--- config.mk ---
export PLATFORM = sky130hd
export DESIGN_NAME = branch_predictor
export DESIGN_NICKNAME = d
export VERILOG_FILES = /design/src/rtl/cpu_pkg.sv /design/src/rtl/saturating_counter.sv /design/src/rtl/branch_predictor.sv
export SDC_FILE = /design/constraint.sdc
export NUM_CORES = 1
export LEC_CHECK = 0
export ABC_AREA = 0
export BUFFER_PORTS_ARGS = -buffer_cell sky130_fd_sc_hd__clkbuf_2
export CORE_ASPECT_RATIO = 0.5
export CORE_MARGIN = 2
export CORE_UTILIZATION = 50
export DETAILED_ROUTE_END_ITERATION = 8
export PLACE_DENSITY = 0.68
export SYNTH_ARGS = -nofsm -noshare
export SYNTH_HDL_FRONTEND = slang
export SYNTH_SLANG_ARGS = --single-unit
--- constraint.sdc ---
create_clock -name clk -period 5.19 [get_ports clk]
set_clock_uncertainty 0.05 [all_clocks]
set_input_delay 1.038 -clock clk [delete_from_list [all_inputs] [get_ports clk]]
set_output_delay 1.038 -clock clk [all_outputs]
set_load 0.1 [all_outputs]
--- src/rtl/cpu_pkg.sv ---
// Shared CPU definitions: predictor modes and 2-bit branch counter encodings.
package cpu_pkg;

  localparam int MODE_STATIC_NT = 0;
  localparam int MODE_BIMODAL   = 1;

  typedef enum logic [1:0] {
    CTR_SNT = 2'b00,
    CTR_WNT = 2'b01,
    CTR_WT  = 2'b10,
    CTR_ST  = 2'b11
  } ctr_e;

endpackage

--- src/rtl/saturating_counter.sv ---
// 2-bit up/down saturating counter, used as a next-state function.
module saturating_counter
  import cpu_pkg::*;
(
  input  ctr_e ctr_i,
  input  logic up_i,
  output ctr_e ctr_o
);

  always_comb begin
    ctr_o = ctr_i;
    if (up_i) begin
      if (ctr_i != CTR_ST) ctr_o = ctr_e'(ctr_i + 2'd1);
    end else if (ctr_i != CTR_SNT) begin
      ctr_o = ctr_e'(ctr_i - 2'd1);
    end
  end

endmodule

--- src/rtl/branch_predictor.sv ---
// Direct-mapped BTB with 2-bit bimodal direction counters, mispredict/redirect
// generation for the EX stage, and saturating performance counters.
module branch_predictor
  import cpu_pkg::*;
#(
  parameter int ENTRIES    = 16,
  parameter int PC_WIDTH   = 32,
  parameter int TAG_WIDTH  = 8,
  parameter int MODE       = MODE_BIMODAL,
  parameter int PERF_WIDTH = 32
) (
  input  logic                  clk,
  input  logic                  rst,
  input  logic                  freeze,
  input  logic [PC_WIDTH-1:0]   lookupPc,
  output logic                  predictTaken,
  output logic [PC_WIDTH-1:0]   predictTarget,
  input  logic                  updateValid,
  input  logic                  updateIsBranch,
  input  logic [PC_WIDTH-1:0]   updatePc,
  input  logic                  updateTaken,
  input  logic [PC_WIDTH-1:0]   updateTarget,
  input  logic                  updatePredictedTaken,
  input  logic [PC_WIDTH-1:0]   updatePredictedTarget,
  output logic                  mispredict,
  output logic [PC_WIDTH-1:0]   correctPc,
  output logic [PERF_WIDTH-1:0] branchCount,
  output logic [PERF_WIDTH-1:0] mispredictCount
);

  localparam int IDX = $clog2(ENTRIES);

  function automatic logic [PERF_WIDTH-1:0] sat_inc(input logic [PERF_WIDTH-1:0] cnt);
    return (&cnt) ? cnt : cnt + PERF_WIDTH'(1);
  endfunction

  logic [ENTRIES-1:0]   valid_q, valid_d;
  logic [TAG_WIDTH-1:0] tag_q    [ENTRIES];
  logic [TAG_WIDTH-1:0] tag_d    [ENTRIES];
  logic [PC_WIDTH-1:0]  target_q [ENTRIES];
  logic [PC_WIDTH-1:0]  target_d [ENTRIES];
  ctr_e                 ctr_q    [ENTRIES];
  ctr_e                 ctr_d    [ENTRIES];
  logic [PERF_WIDTH-1:0] branch_cnt_q, branch_cnt_d, mispred_cnt_q, mispred_cnt_d;

  logic [IDX-1:0]       l_idx, u_idx;
  logic [TAG_WIDTH-1:0] l_tag, u_tag;
  logic                 l_hit, u_hit, update_en;
  ctr_e                 ctr_upd;

  assign l_idx = lookupPc[IDX+1:2];
  assign l_tag = lookupPc[IDX+1+TAG_WIDTH:IDX+2];
  assign u_idx = updatePc[IDX+1:2];
  assign u_tag = updatePc[IDX+1+TAG_WIDTH:IDX+2];

  // Lookup reads registered state only; a same-cycle update is seen next cycle.
  assign l_hit         = valid_q[l_idx] && (tag_q[l_idx] == l_tag);
  assign predictTaken  = (MODE == MODE_BIMODAL) && l_hit && ctr_q[l_idx][1];
  assign predictTarget = predictTaken ? target_q[l_idx] : lookupPc + PC_WIDTH'(4);

  assign u_hit     = valid_q[u_idx] && (tag_q[u_idx] == u_tag);
  assign update_en = updateValid && !freeze;

  saturating_counter u_ctr (
    .ctr_i (ctr_q[u_idx]),
    .up_i  (updateTaken),
    .ctr_o (ctr_upd)
  );

  always_comb begin
    mispredict = 1'b0;
    if (updateValid) begin
      if (updateIsBranch)
        mispredict = (updatePredictedTaken != updateTaken) ||
                     (updateTaken && (updatePredictedTarget != updateTarget));
      else
        mispredict = updatePredictedTaken;
    end
    correctPc = (updateIsBranch && updateTaken) ? updateTarget : updatePc + PC_WIDTH'(4);
  end

  always_comb begin
    valid_d  = valid_q;
    tag_d    = tag_q;
    target_d = target_q;
    ctr_d    = ctr_q;
    if ((MODE == MODE_BIMODAL) && update_en) begin
      if (updateIsBranch) begin
        if (u_hit) begin
          ctr_d[u_idx] = ctr_upd;
          if (updateTaken) target_d[u_idx] = updateTarget;
        end else if (updateTaken) begin
          valid_d[u_idx]  = 1'b1;
          tag_d[u_idx]    = u_tag;
          target_d[u_idx] = updateTarget;
          ctr_d[u_idx]    = CTR_WT;
        end
      end else if (u_hit) begin
        // A non-branch aliasing a BTB entry must never be predicted again.
        valid_d[u_idx] = 1'b0;
      end
    end
  end

  always_comb begin
    branch_cnt_d  = branch_cnt_q;
    mispred_cnt_d = mispred_cnt_q;
    if (update_en) begin
      if (updateIsBranch) branch_cnt_d = sat_inc(branch_cnt_q);
      if (mispredict)     mispred_cnt_d = sat_inc(mispred_cnt_q);
    end
  end

  always_ff @(posedge clk) begin
    if (!rst) begin
      valid_q       <= '0;
      branch_cnt_q  <= '0;
      mispred_cnt_q <= '0;
      for (int i = 0; i < ENTRIES; i++) ctr_q[i] <= CTR_WNT;
    end else begin
      valid_q       <= valid_d;
      ctr_q         <= ctr_d;
      branch_cnt_q  <= branch_cnt_d;
      mispred_cnt_q <= mispred_cnt_d;
    end
  end

  // Tag and target are qualified by valid, so they carry no reset.
  always_ff @(posedge clk) begin
    tag_q    <= tag_d;
    target_q <= target_d;
  end

  assign branchCount     = branch_cnt_q;
  assign mispredictCount = mispred_cnt_q;

endmodule

==> flow_metrics.env, run 1 <==
export IMPL_yosys_top_cells_count="edfxtp_1 (640), mux4_2 (232), nor2_1 (163)"
export IMPL_min_path_cells=2
export IMPL_ctsHoldBuffers=0
export IMPL_p_total_uw=13200
export IMPL_nets=2487
export IMPL_via_per_inst=6.17
export IMPL_syn_area_mm2=0.0331
export IMPL_cts_max_path_buffers=3
export IMPL_ant_nets=0
export IMPL_cp_end_kind="output port"
export IMPL_ctsHtreeMaxLevel=3
export IMPL_clock_latency_ns=0.60
export IMPL_crit_path_start_kind="input port"
export IMPL_dp_hpwl_um=55700
export IMPL_crit_path_max_fanout=10
export IMPL_fillers=4821
export IMPL_cts_resized=1
export IMPL_vias=20235
export IMPL_layout_drive_gt1_share=0.339
export IMPL_finalSetupViolCount=0
export IMPL_r2r_cells=8
export IMPL_hold_viol=0
export IMPL_avgSynthCellArea_um2=16.3
export IMPL_grt_pass1_vias=20169
export IMPL_die_h_um=186
export IMPL_yosysMostFrequentCell="edfxtp_1"
export IMPL_cts_tree="yes"
export IMPL_place_congestion=0.880
export IMPL_post_cts_buffers=0
export IMPL_finalSetupTns_ns=0
export IMPL_ys_seq_elements=752
export IMPL_initial_core_util=0.507
export IMPL_num_rows=66
export IMPL_n_antenna_cell=0
export IMPL_maxSlewViolCount=0
export IMPL_synth_top_cell_by_area="edfxtp_1"
export IMPL_cts_root_buf="clkbuf_16"
export IMPL_hp_class="flop to flop"
export IMPL_worst_slew_pin_slew_ns=1.22
export IMPL_ys_top_cells_by_area="edfxtp_1 (58%), mux4_2 (16%), dfxtp_1 (6.8%)"
export IMPL_yosysTopAreaCellShare=0.581
export IMPL_dr_pass1_iters=5
export IMPL_synth_distinct_cells=59
export IMPL_numCtsBuffers=69
export IMPL_synth_enable_flop_cells=640
export IMPL_leakage_uw=0.0131
export IMPL_drt_iter0_markers=2039
export IMPL_clk_pin_slew_ns=0.06
export IMPL_grt_pass1_wl_um=131000
export IMPL_slew_limit_headroom=0.183
export IMPL_synth_warnings=0
export IMPL_synthCells=2029
export IMPL_peakVddDrop_uv=263
export IMPL_drv_cap=0
export IMPL_crit_required_ns=4.10
export IMPL_drc=0
export IMPL_async_reset_ff_frac=0
export IMPL_core_area_mm2=0.0652
export IMPL_yosys_most_used_dff="edfxtp_1"
export IMPL_power_density_mw_per_mm2=333
export IMPL_area_growth_pct=19.9
export IMPL_fmax_mhz=196
export IMPL_worst_hold_slack_ns=0.436
export IMPL_avgRoutedWirePerCell_um=27.3
export IMPL_crit_arrival_ns=4.01
export IMPL_portBuffers=264
export IMPL_die_area_mm2=0.0684
export IMPL_timing_final_crit_period_ns=5.10
export IMPL_track_usage=0.264
export IMPL_wl_um=89800
export IMPL_antenna_found_initial=2
export IMPL_num_io_pins=265
export IMPL_status="complete, no violations"
export IMPL_grt_overflow_total=0
export IMPL_dieWidth_um=368
export IMPL_grt_max_degree=112
export IMPL_cts_sinks=752
export IMPL_synth_seq_area_share=0.649
export IMPL_grt_setup_unrepaired="false"
export IMPL_post_route_period_util=0.983
export IMPL_fin_util=0.608
export IMPL_path_class="input port to output port"
export IMPL_syn_num_nets=2171
[power by group]
part | switching (µW) | internal, µW
combinational | 812 | 477
clock | 2230 | 3120
sequential | 7.71 | 6560
total | 3050 | 10200
[layout make-up]
cell class	count	area, µm²	share of cell area
clock buffers	88	1910	0.0482
clock inverters	36	468	0.0118
inverters	27	105	0.00265
multi-input cells	1131	11600	0.292
flip-flops and latches	752	21500	0.541
well taps	884	1110	0.0279
repair buffers	364	3070	0.0772
[critical path, stage by stage]
cell      delay (ns)
clkbuf_2        0.32
ha_1            0.47
and3_1          0.39
nand3_1         0.13
nor2_1          0.48
and2_2          0.45
nand2_1         0.09
nor2_1          0.15
xnor2_1         0.10
o21ai_2         0.18
buf_12          0.20
[flip-flops by register name, summed over array words and instances, names as in the netlist, named ones only]
register	cells
target_q	512
tag_q	128
branchCount	32
ctr_q	32
mispredictCount	32
[layout by cell type (no fill, tap or decap), types with 53 or more instances in the layout]
cell type,Yosys,layout
buf_4,1,93
buf_12,0,65
dfxtp_1,112,112
mux2i_1,54,53
nand3_1,63,62
nor2_1,163,137
clkbuf_16,0,72
xor2_1,64,64
xnor2_1,95,95
edfxtp_1,640,640
nand2_1,104,103
clkbuf_2,0,201
mux4_2,232,233
[per-layer routing]
layer	global-route usage	wire (µm)	vias up
met2	0.429	43100	931
li1	-	-	8677
met3	0.0490	7030	177
met5	0	11	-
met1	0.359	36000	10448
met4	0.0999	3600	2
[stage by stage]
step	instances	setup slack [ns]	instance area, µm²
2_1_floorplan	2029	-0.261	33500
3_3_place_gp	3158	0.0706	37200
3_5_place_dp	3158	-0.00696	37200
4_1_cts	3282	0.00442	39600
5_1_grt	3282	0.00578	39700
6_report	3282	0.0882	39700
[kinds of logic after synthesis]
kind of cell,after synthesis,share of synthesized area
adder cells (fa/ha/maj),8,0.00295
flip-flops,752,0.649
AND/OR/NAND/NOR,509,0.0747
AO/OA/AOI/OAI,157,0.0325
XOR/XNOR,159,0.0421
buffers and inverters,146,0.0187
multiplexers,298,0.181
[worst paths after layout]
kind / from / endpoint / slack [ns]
max reg2reg: mispredictCount[3] / mispredictCount[31] / 1.57
max: updatePc[2] / correctPc[28] / 0.09
min: flop / flop / 0.44
min reg2reg: flop / flop / 0.44
No activity file was read; power rests on OpenSTA's default activity.
==> run 2, diff against run 1 <==
--- a/config.mk
+++ b/config.mk
@@ -12,6 +12,7 @@
 export CORE_UTILIZATION = 50
 export DETAILED_ROUTE_END_ITERATION = 8
 export PLACE_DENSITY = 0.68
+export SLEW_MARGIN = 5
 export SYNTH_ARGS = -nofsm -noshare
 export SYNTH_HDL_FRONTEND = slang
 export SYNTH_SLANG_ARGS = --single-unit
==> constraint.sdc (replaced) <==
create_clock -name clk -period 5.19 [get_ports clk]
set_clock_uncertainty 0.05 [all_clocks]
set_input_delay 1.038 -clock clk [delete_from_list [all_inputs] [get_ports clk]]
set_output_delay 1.038 -clock clk [all_outputs]
set_load 0.02 [all_outputs]
==> run 2 against run 1 <==
  * Routed wire length down 0.54%
  * Sequential power is essentially flat
  * Register-to-register slack got worse by 0.02 ns
  * Via count fell by 0.37%
  * Worst setup slack got worse by 0.0075 ns
  * Utilization fell by 2.3 points
  * Design area decreased by 3.8%
  * Critical endpoint is now predictTarget[5]
  * Largest cell class unchanged
  * Highest routed layer unchanged
==> flow_metrics.env, run 2 (synthesized netlist as in run 1, its figures left out) <==
export IMPL_power_density_mw_per_mm2=329
export IMPL_slew_limit_headroom=0.145
export IMPL_finalSetupViolCount=0
export IMPL_place_congestion=0.877
export IMPL_drv_cap=0
export IMPL_avgRoutedWirePerCell_um=27.3
export IMPL_clk_pin_slew_ns=0.06
export IMPL_clock_latency_ns=0.61
export IMPL_grt_max_degree=128
export IMPL_area_growth_pct=15.3
export IMPL_leakage_uw=0.0126
export IMPL_status="complete, no violations"
export IMPL_layout_drive_gt1_share=0.313
export IMPL_cp_slowest_cell="or4_4"
export IMPL_dp_cells=3151
export IMPL_drt_iter0_markers=2182
export IMPL_via_per_inst=6.16
export IMPL_crit_path_start_kind="input port"
export IMPL_final_cell_mix="edfxtp_1 (640), clkbuf_2 (261), mux4_2 (232)"
export IMPL_path_class="input port to output port"
export IMPL_top_regs="target_q (512), tag_q (128)"
export IMPL_worst_slew_pin_slew_ns=1.27
export IMPL_post_route_period_util=0.984
export IMPL_crit_family="simple AND/OR/NAND/NOR gates"
export IMPL_numCtsBuffers=67
export IMPL_finalSetupTns_ns=0
export IMPL_vias=20160
export IMPL_setup_slack_ns=0.0807
export IMPL_die_area_mm2=0.0684
export IMPL_hp_class="flop to flop"
export IMPL_portBuffers=264
export IMPL_cts_max_path_buffers=3
export IMPL_cp_end_kind="output port"
export IMPL_timing_final_crit_period_ns=5.11
export IMPL_dieWidth_um=368
export IMPL_cts_sinks=752
export IMPL_drc=0
export IMPL_antenna_found_initial=4
export IMPL_num_rows=66
export IMPL_peakVddDrop_uv=219
export IMPL_largest_register_ffs=512
export IMPL_maxSlewViolCount=0
export IMPL_path_common_cell="or4_4"
export IMPL_fmax_mhz=196
export IMPL_post_cts_buffers=0
export IMPL_path_buf_inv=2
export IMPL_grt_overflow_total=0
export IMPL_nets=2478
export IMPL_fin_cells=3271
export IMPL_crit_path_max_fanout=16
export IMPL_final_common_cell="edfxtp_1"
export IMPL_grt_setup_unrepaired="false"
export IMPL_place_ws_ns=0.0643
export IMPL_grt_pass1_wl_um=129000
export IMPL_ant_nets=0
export IMPL_dp_hpwl_um=54700
export IMPL_largest_register="target_q"
export IMPL_cts_tree="yes"
export IMPL_worst_hold_slack_ns=0.443
export IMPL_highest_layer="met5"
export IMPL_dr_pass1_iters=6
export IMPL_ctsHtreeMaxLevel=3
export IMPL_crit_required_ns=4.10
export IMPL_die_h_um=186
export IMPL_core_area_mm2=0.0652
export IMPL_wl_um=89300
export IMPL_wl_met2_um=43400
export IMPL_wl_met3_um=6710
export IMPL_drt_met1_wl_um=35700
export IMPL_path_cells="buf_8 > mux4_2 > a22o_1 > a221oi_2 > xnor2_1 > or4_4 > or4_4 > and3_1 > a211oi_2 > buf_4"
export IMPL_hold_viol=0
export IMPL_cts_root_buf="clkbuf_16"
export IMPL_initial_core_util=0.507
export IMPL_num_io_pins=265
export IMPL_grt_pass1_vias=19554
export IMPL_cpPeakStageDelay_ns=0.53
export IMPL_track_usage=0.261
export IMPL_crit_arrival_ns=4.02
==> run 2: changes by cell type in the layout (fill, tap and decap cells not counted), sizes merged <==
cell	change
clkbuf	+51
diode	+3
inv	+1
buf	-65
clkinvlp	+1
bufinv	-2
==> run 2: area by class of cell <==
class	instances	area (µm²)
Antenna cell	3	7.51
Clock buffer	81	1770
Clock inverter	36	418
Fill cell	5065	27100
Inverter	27	101
Multi-Input combinational cell	1131	11200
Sequential cell	752	21500
Tap cell	884	1110
Timing Repair Buffer	357	2140
==> run 2: stage by stage <==
step,area (µm²),total power (µW),util
3_5_place_dp,35900,7600,0.551
6_report,38200,12600,0.585
4_1_cts,38100,12600,0.585
2_1_floorplan,33100,7220,-
5_1_grt,38200,12900,0.585
3_3_place_gp,35900,7600,0.551
==> run 2: where the power goes <==
part	total (µW)	internal [µW]	switching (µW)
Combinational	899	359	540
Sequential	6570	6560	7.74
Clock	5080	2850	2230
Total	12600	9770	2780
==> run 2: timing repair <==
action	in CTS	in global routing
hold buffers	0	0
gates resized for setup	0	5
setup endpoints to repair	0	29
==> run 2: layer usage <==
metal	vias up	GRT usage
li1	8646	-
met1	10430	0.356
met2	917	0.429
met3	165	0.0422
met4	2	0.101
met5	-	0
==> run 2: worst paths after layout <==
check	start	to	slack (ns)	depth (start not counted)
max	lookupPc[2]	predictTarget[5]	0.08	10
min	flop	flop	0.44	2
max reg2reg	mispredictCount[3]	mispredictCount[31]	1.55	8
min reg2reg	flop	flop	0.44	2
==> run 2: worst register-to-register path, stage by stage, from the launching register on <==
cell and delay [ns]:
dfxtp_1 0.42, and4_1 0.27, and4_1 0.26, nand3_1 0.15, nor4_2 0.68, and4_1 0.89
nor4_2 0.33, and4_1 0.31, o21a_1 0.16
==> run 3, diff against run 2 <==
--- a/config.mk
+++ b/config.mk
@@ -6,13 +6,13 @@
 export NUM_CORES = 1
 export LEC_CHECK = 0
 export ABC_AREA = 0
-export BUFFER_PORTS_ARGS = -buffer_cell sky130_fd_sc_hd__clkbuf_2
 export CORE_ASPECT_RATIO = 0.5
 export CORE_MARGIN = 2
 export CORE_UTILIZATION = 50
 export DETAILED_ROUTE_END_ITERATION = 8
-export PLACE_DENSITY = 0.68
+export DONT_BUFFER_PORTS = 1
 export SLEW_MARGIN = 5
 export SYNTH_ARGS = -nofsm -noshare
 export SYNTH_HDL_FRONTEND = slang
+export SYNTH_HIERARCHICAL = 1
 export SYNTH_SLANG_ARGS = --single-unit
==> run 3 against run 2 <==
  * Clock power is 2% lower
  * First-iteration DRC count down 11%
  * Fmax is 4.0% higher
  * Design area down 4.2%
  * Clock-buffer cell count up 9
  * Hold slack better by 0.0012 ns
  * Global-route usage down 0.94 points
  * Die area up 0.17%
  * Largest cell class unchanged
  * Highest routed layer is now met4
==> flow_metrics.env, run 3 <==
export IMPL_avgRoutedWirePerCell_um=29.1
export IMPL_top_regs="target_q (512), tag_q (128)"
export IMPL_worst_slew_pin_slew_ns=0.845
export IMPL_numCtsBuffers=69
export IMPL_via_per_inst=6.23
export IMPL_ys_top_cells_by_area="edfxtp_1 (58%), mux4_2 (16%), dfxtp_1 (6.8%)"
export IMPL_synthCells=1992
export IMPL_final_cell_mix="edfxtp_1 (640), mux4_2 (238), nand2_1 (120)"
export IMPL_crit_required_ns=4.10
export IMPL_clk_pin_slew_ns=0.07
export IMPL_core_area_mm2=0.0652
export IMPL_antenna_found_initial=1
export IMPL_status="complete, no violations"
export IMPL_syn_num_nets=2134
export IMPL_nets=2149
export IMPL_crit_path_max_fanout=176
export IMPL_cp_end_kind="output port"
export IMPL_r2r_slack_ns=1.43
export IMPL_die_area_mm2=0.0685
export IMPL_r2r_cells=8
export IMPL_ctsHoldBuffers=0
export IMPL_num_rows=66
export IMPL_largest_register_ffs=512
export IMPL_peakVddDrop_uv=216
export IMPL_dr_pass1_iters=5
export IMPL_path_cells="mux4_2 > nor2b_1 > a211oi_1 > a21oi_1 > xnor2_1 > nand2_1 > or3_2 > buf_4 > mux2_1"
export IMPL_largest_register="target_q"
export IMPL_r2r_end="ctr_q[13]"
export IMPL_drc=0
export IMPL_layout_drive_gt1_share=0.220
export IMPL_wl_um=85700
export IMPL_grt_setup_unrepaired="false"
export IMPL_cp_slowest_cell="mux4_2"
export IMPL_initial_core_util=0.508
export IMPL_crit_arrival_ns=3.82
export IMPL_yosys_most_used_dff="edfxtp_1"
export IMPL_vias=18314
export IMPL_finalSetupTns_ns=0
export IMPL_area_growth_pct=10.2
export IMPL_final_common_cell="edfxtp_1"
export IMPL_synth_distinct_cells=58
export IMPL_clock_latency_ns=0.61
export IMPL_drv_cap=0
export IMPL_grt_pass1_vias=18199
export IMPL_grt_pass1_wl_um=125000
export IMPL_maxSlewViolCount=0
export IMPL_syn_area_mm2=0.0331
export IMPL_place_congestion=0.796
export IMPL_portBuffers=0
export IMPL_ys_seq_elements=752
export IMPL_finalSetupViolCount=0
export IMPL_cts_tree="yes"
export IMPL_yosys_top_cells_count="edfxtp_1 (640), mux4_2 (238), nand2_1 (120)"
export IMPL_drt_iter0_markers=1938
export IMPL_timing_rr_start="tag_q[72]"
export IMPL_fmax_mhz=204
export IMPL_async_reset_ff_frac=0
export IMPL_cts_root_buf="clkbuf_16"
export IMPL_track_usage=0.252
export IMPL_synth_enable_flop_cells=640
export IMPL_path_buf_inv=1
export IMPL_hold_start="ctr_q[18]"
export IMPL_cts_sinks=752
export IMPL_cts_resized=0
export IMPL_synth_seq_area_share=0.647
export IMPL_crit_path_start_kind="input port"
export IMPL_grt_max_degree=177
export IMPL_avgSynthCellArea_um2=16.6
export IMPL_hp_class="flop to flop"
export IMPL_timing_final_crit_period_ns=4.91
export IMPL_post_cts_buffers=0
export IMPL_grt_overflow_total=0
export IMPL_ctsHtreeMaxLevel=3
export IMPL_post_route_period_util=0.946
export IMPL_dp_hpwl_um=49500
export IMPL_crit_family="multiplexers"
export IMPL_num_io_pins=265
export IMPL_min_path_cells=2
export IMPL_hold_viol=0
export IMPL_power_density_mw_per_mm2=332
export IMPL_ant_nets=0
export IMPL_die_h_um=186
export IMPL_hold_path_endpoint="ctr_q[18]"
export IMPL_leakage_uw=0.0115
export IMPL_slew_limit_headroom=0.431
export IMPL_dieWidth_um=368
export IMPL_yosysTopAreaCellShare=0.580
export IMPL_setup_slack_ns=0.279
export IMPL_path_class="input port to output port"
export IMPL_cts_max_path_buffers=3
export IMPL_yosysMostFrequentCell="edfxtp_1"
export IMPL_place_ws_ns=0.325
export IMPL_synth_top_cell_by_area="edfxtp_1"
export IMPL_synth_warnings=6
export IMPL_cpPeakStageDelay_ns=0.53
-- run 3: cell types whose count changed after synthesis, sizes merged, moves of 20 or more --
cell	delta
a21boi	+22
a21oi	-44
and2	+35
mux2	+30
mux2i	-20
nor2	-103
o21ai	+35
-- run 3: where the power goes --
part           internal [µW]  leakage, µW  switching, µW
Sequential              6580      0.00666           20.1
Clock                   2720      0.00105           2260
Combinational            309      0.00381            248
Total                   9610       0.0115           2530
-- run 3: metrics by stage --
stage	total power [µW]	std cells	hold slack (ns)	cell area [µm²]	util
6_report	12100	2941	0.444	36500	0.560
2_1_floorplan	7260	1992	0.419	33100	-
3_3_place_gp	7290	2820	0.431	34400	0.527
5_1_grt	12500	2940	0.437	36500	0.560
3_5_place_dp	7290	2820	0.439	34400	0.527
4_1_cts	12200	2940	0.438	36500	0.560
-- run 3: logic make-up after synthesis --
logic type / synth area share
DFF: 0.647
and+or+nand+nor: 0.0676
muxes: 0.185
AOI/OAI and AO/OA: 0.0394
buffers and inverters: 0.0192
xor gates and xnor gates: 0.0386
adders and majority gates: 0.00332
-- run 3: per-layer routing --
metal  up-vias  share of wire  wire [µm]  global-route usage
li1       7968              -          -                   -
met1      9562           0.43      36600               0.357
met2       667           0.48      41300               0.406
met3       117          0.066       5620              0.0452
met4         0          0.025       2180              0.0694
met5         -              0          0                   0
-- run 3: cell type report --
cell class                 instances  area (µm²)
sequential                       752       21500
clock buffer                      90        1870
antenna                            1        2.50
clock inverter                    30         284
fill                            5107       28700
tap                              884        1110
inverter                          36         135
multi-input combinational       1088       11200
timing repair buffer              60         500
-- run 3: worst max path at each step --
stage | from | endpoint | slack [ns] | cells after the start
floorplan | lookupPc[2] | predictTarget[4] | 0.23 | 8
global placement | lookupPc[2] | predictTarget[4] | 0.36 | 9
detailed placement | lookupPc[2] | predictTarget[4] | 0.32 | 9
CTS | lookupPc[2] | predictTarget[4] | 0.32 | 9
global route | lookupPc[2] | predictTarget[4] | 0.17 | 9
finish | lookupPc[2] | predictTarget[4] | 0.28 | 9
-- run 3: tightest hold or removal path: stages (launching register included) --
cell and delay [ns]:
dfxtp_1 0.31, inv_1 0.04, o221ai_1 0.09
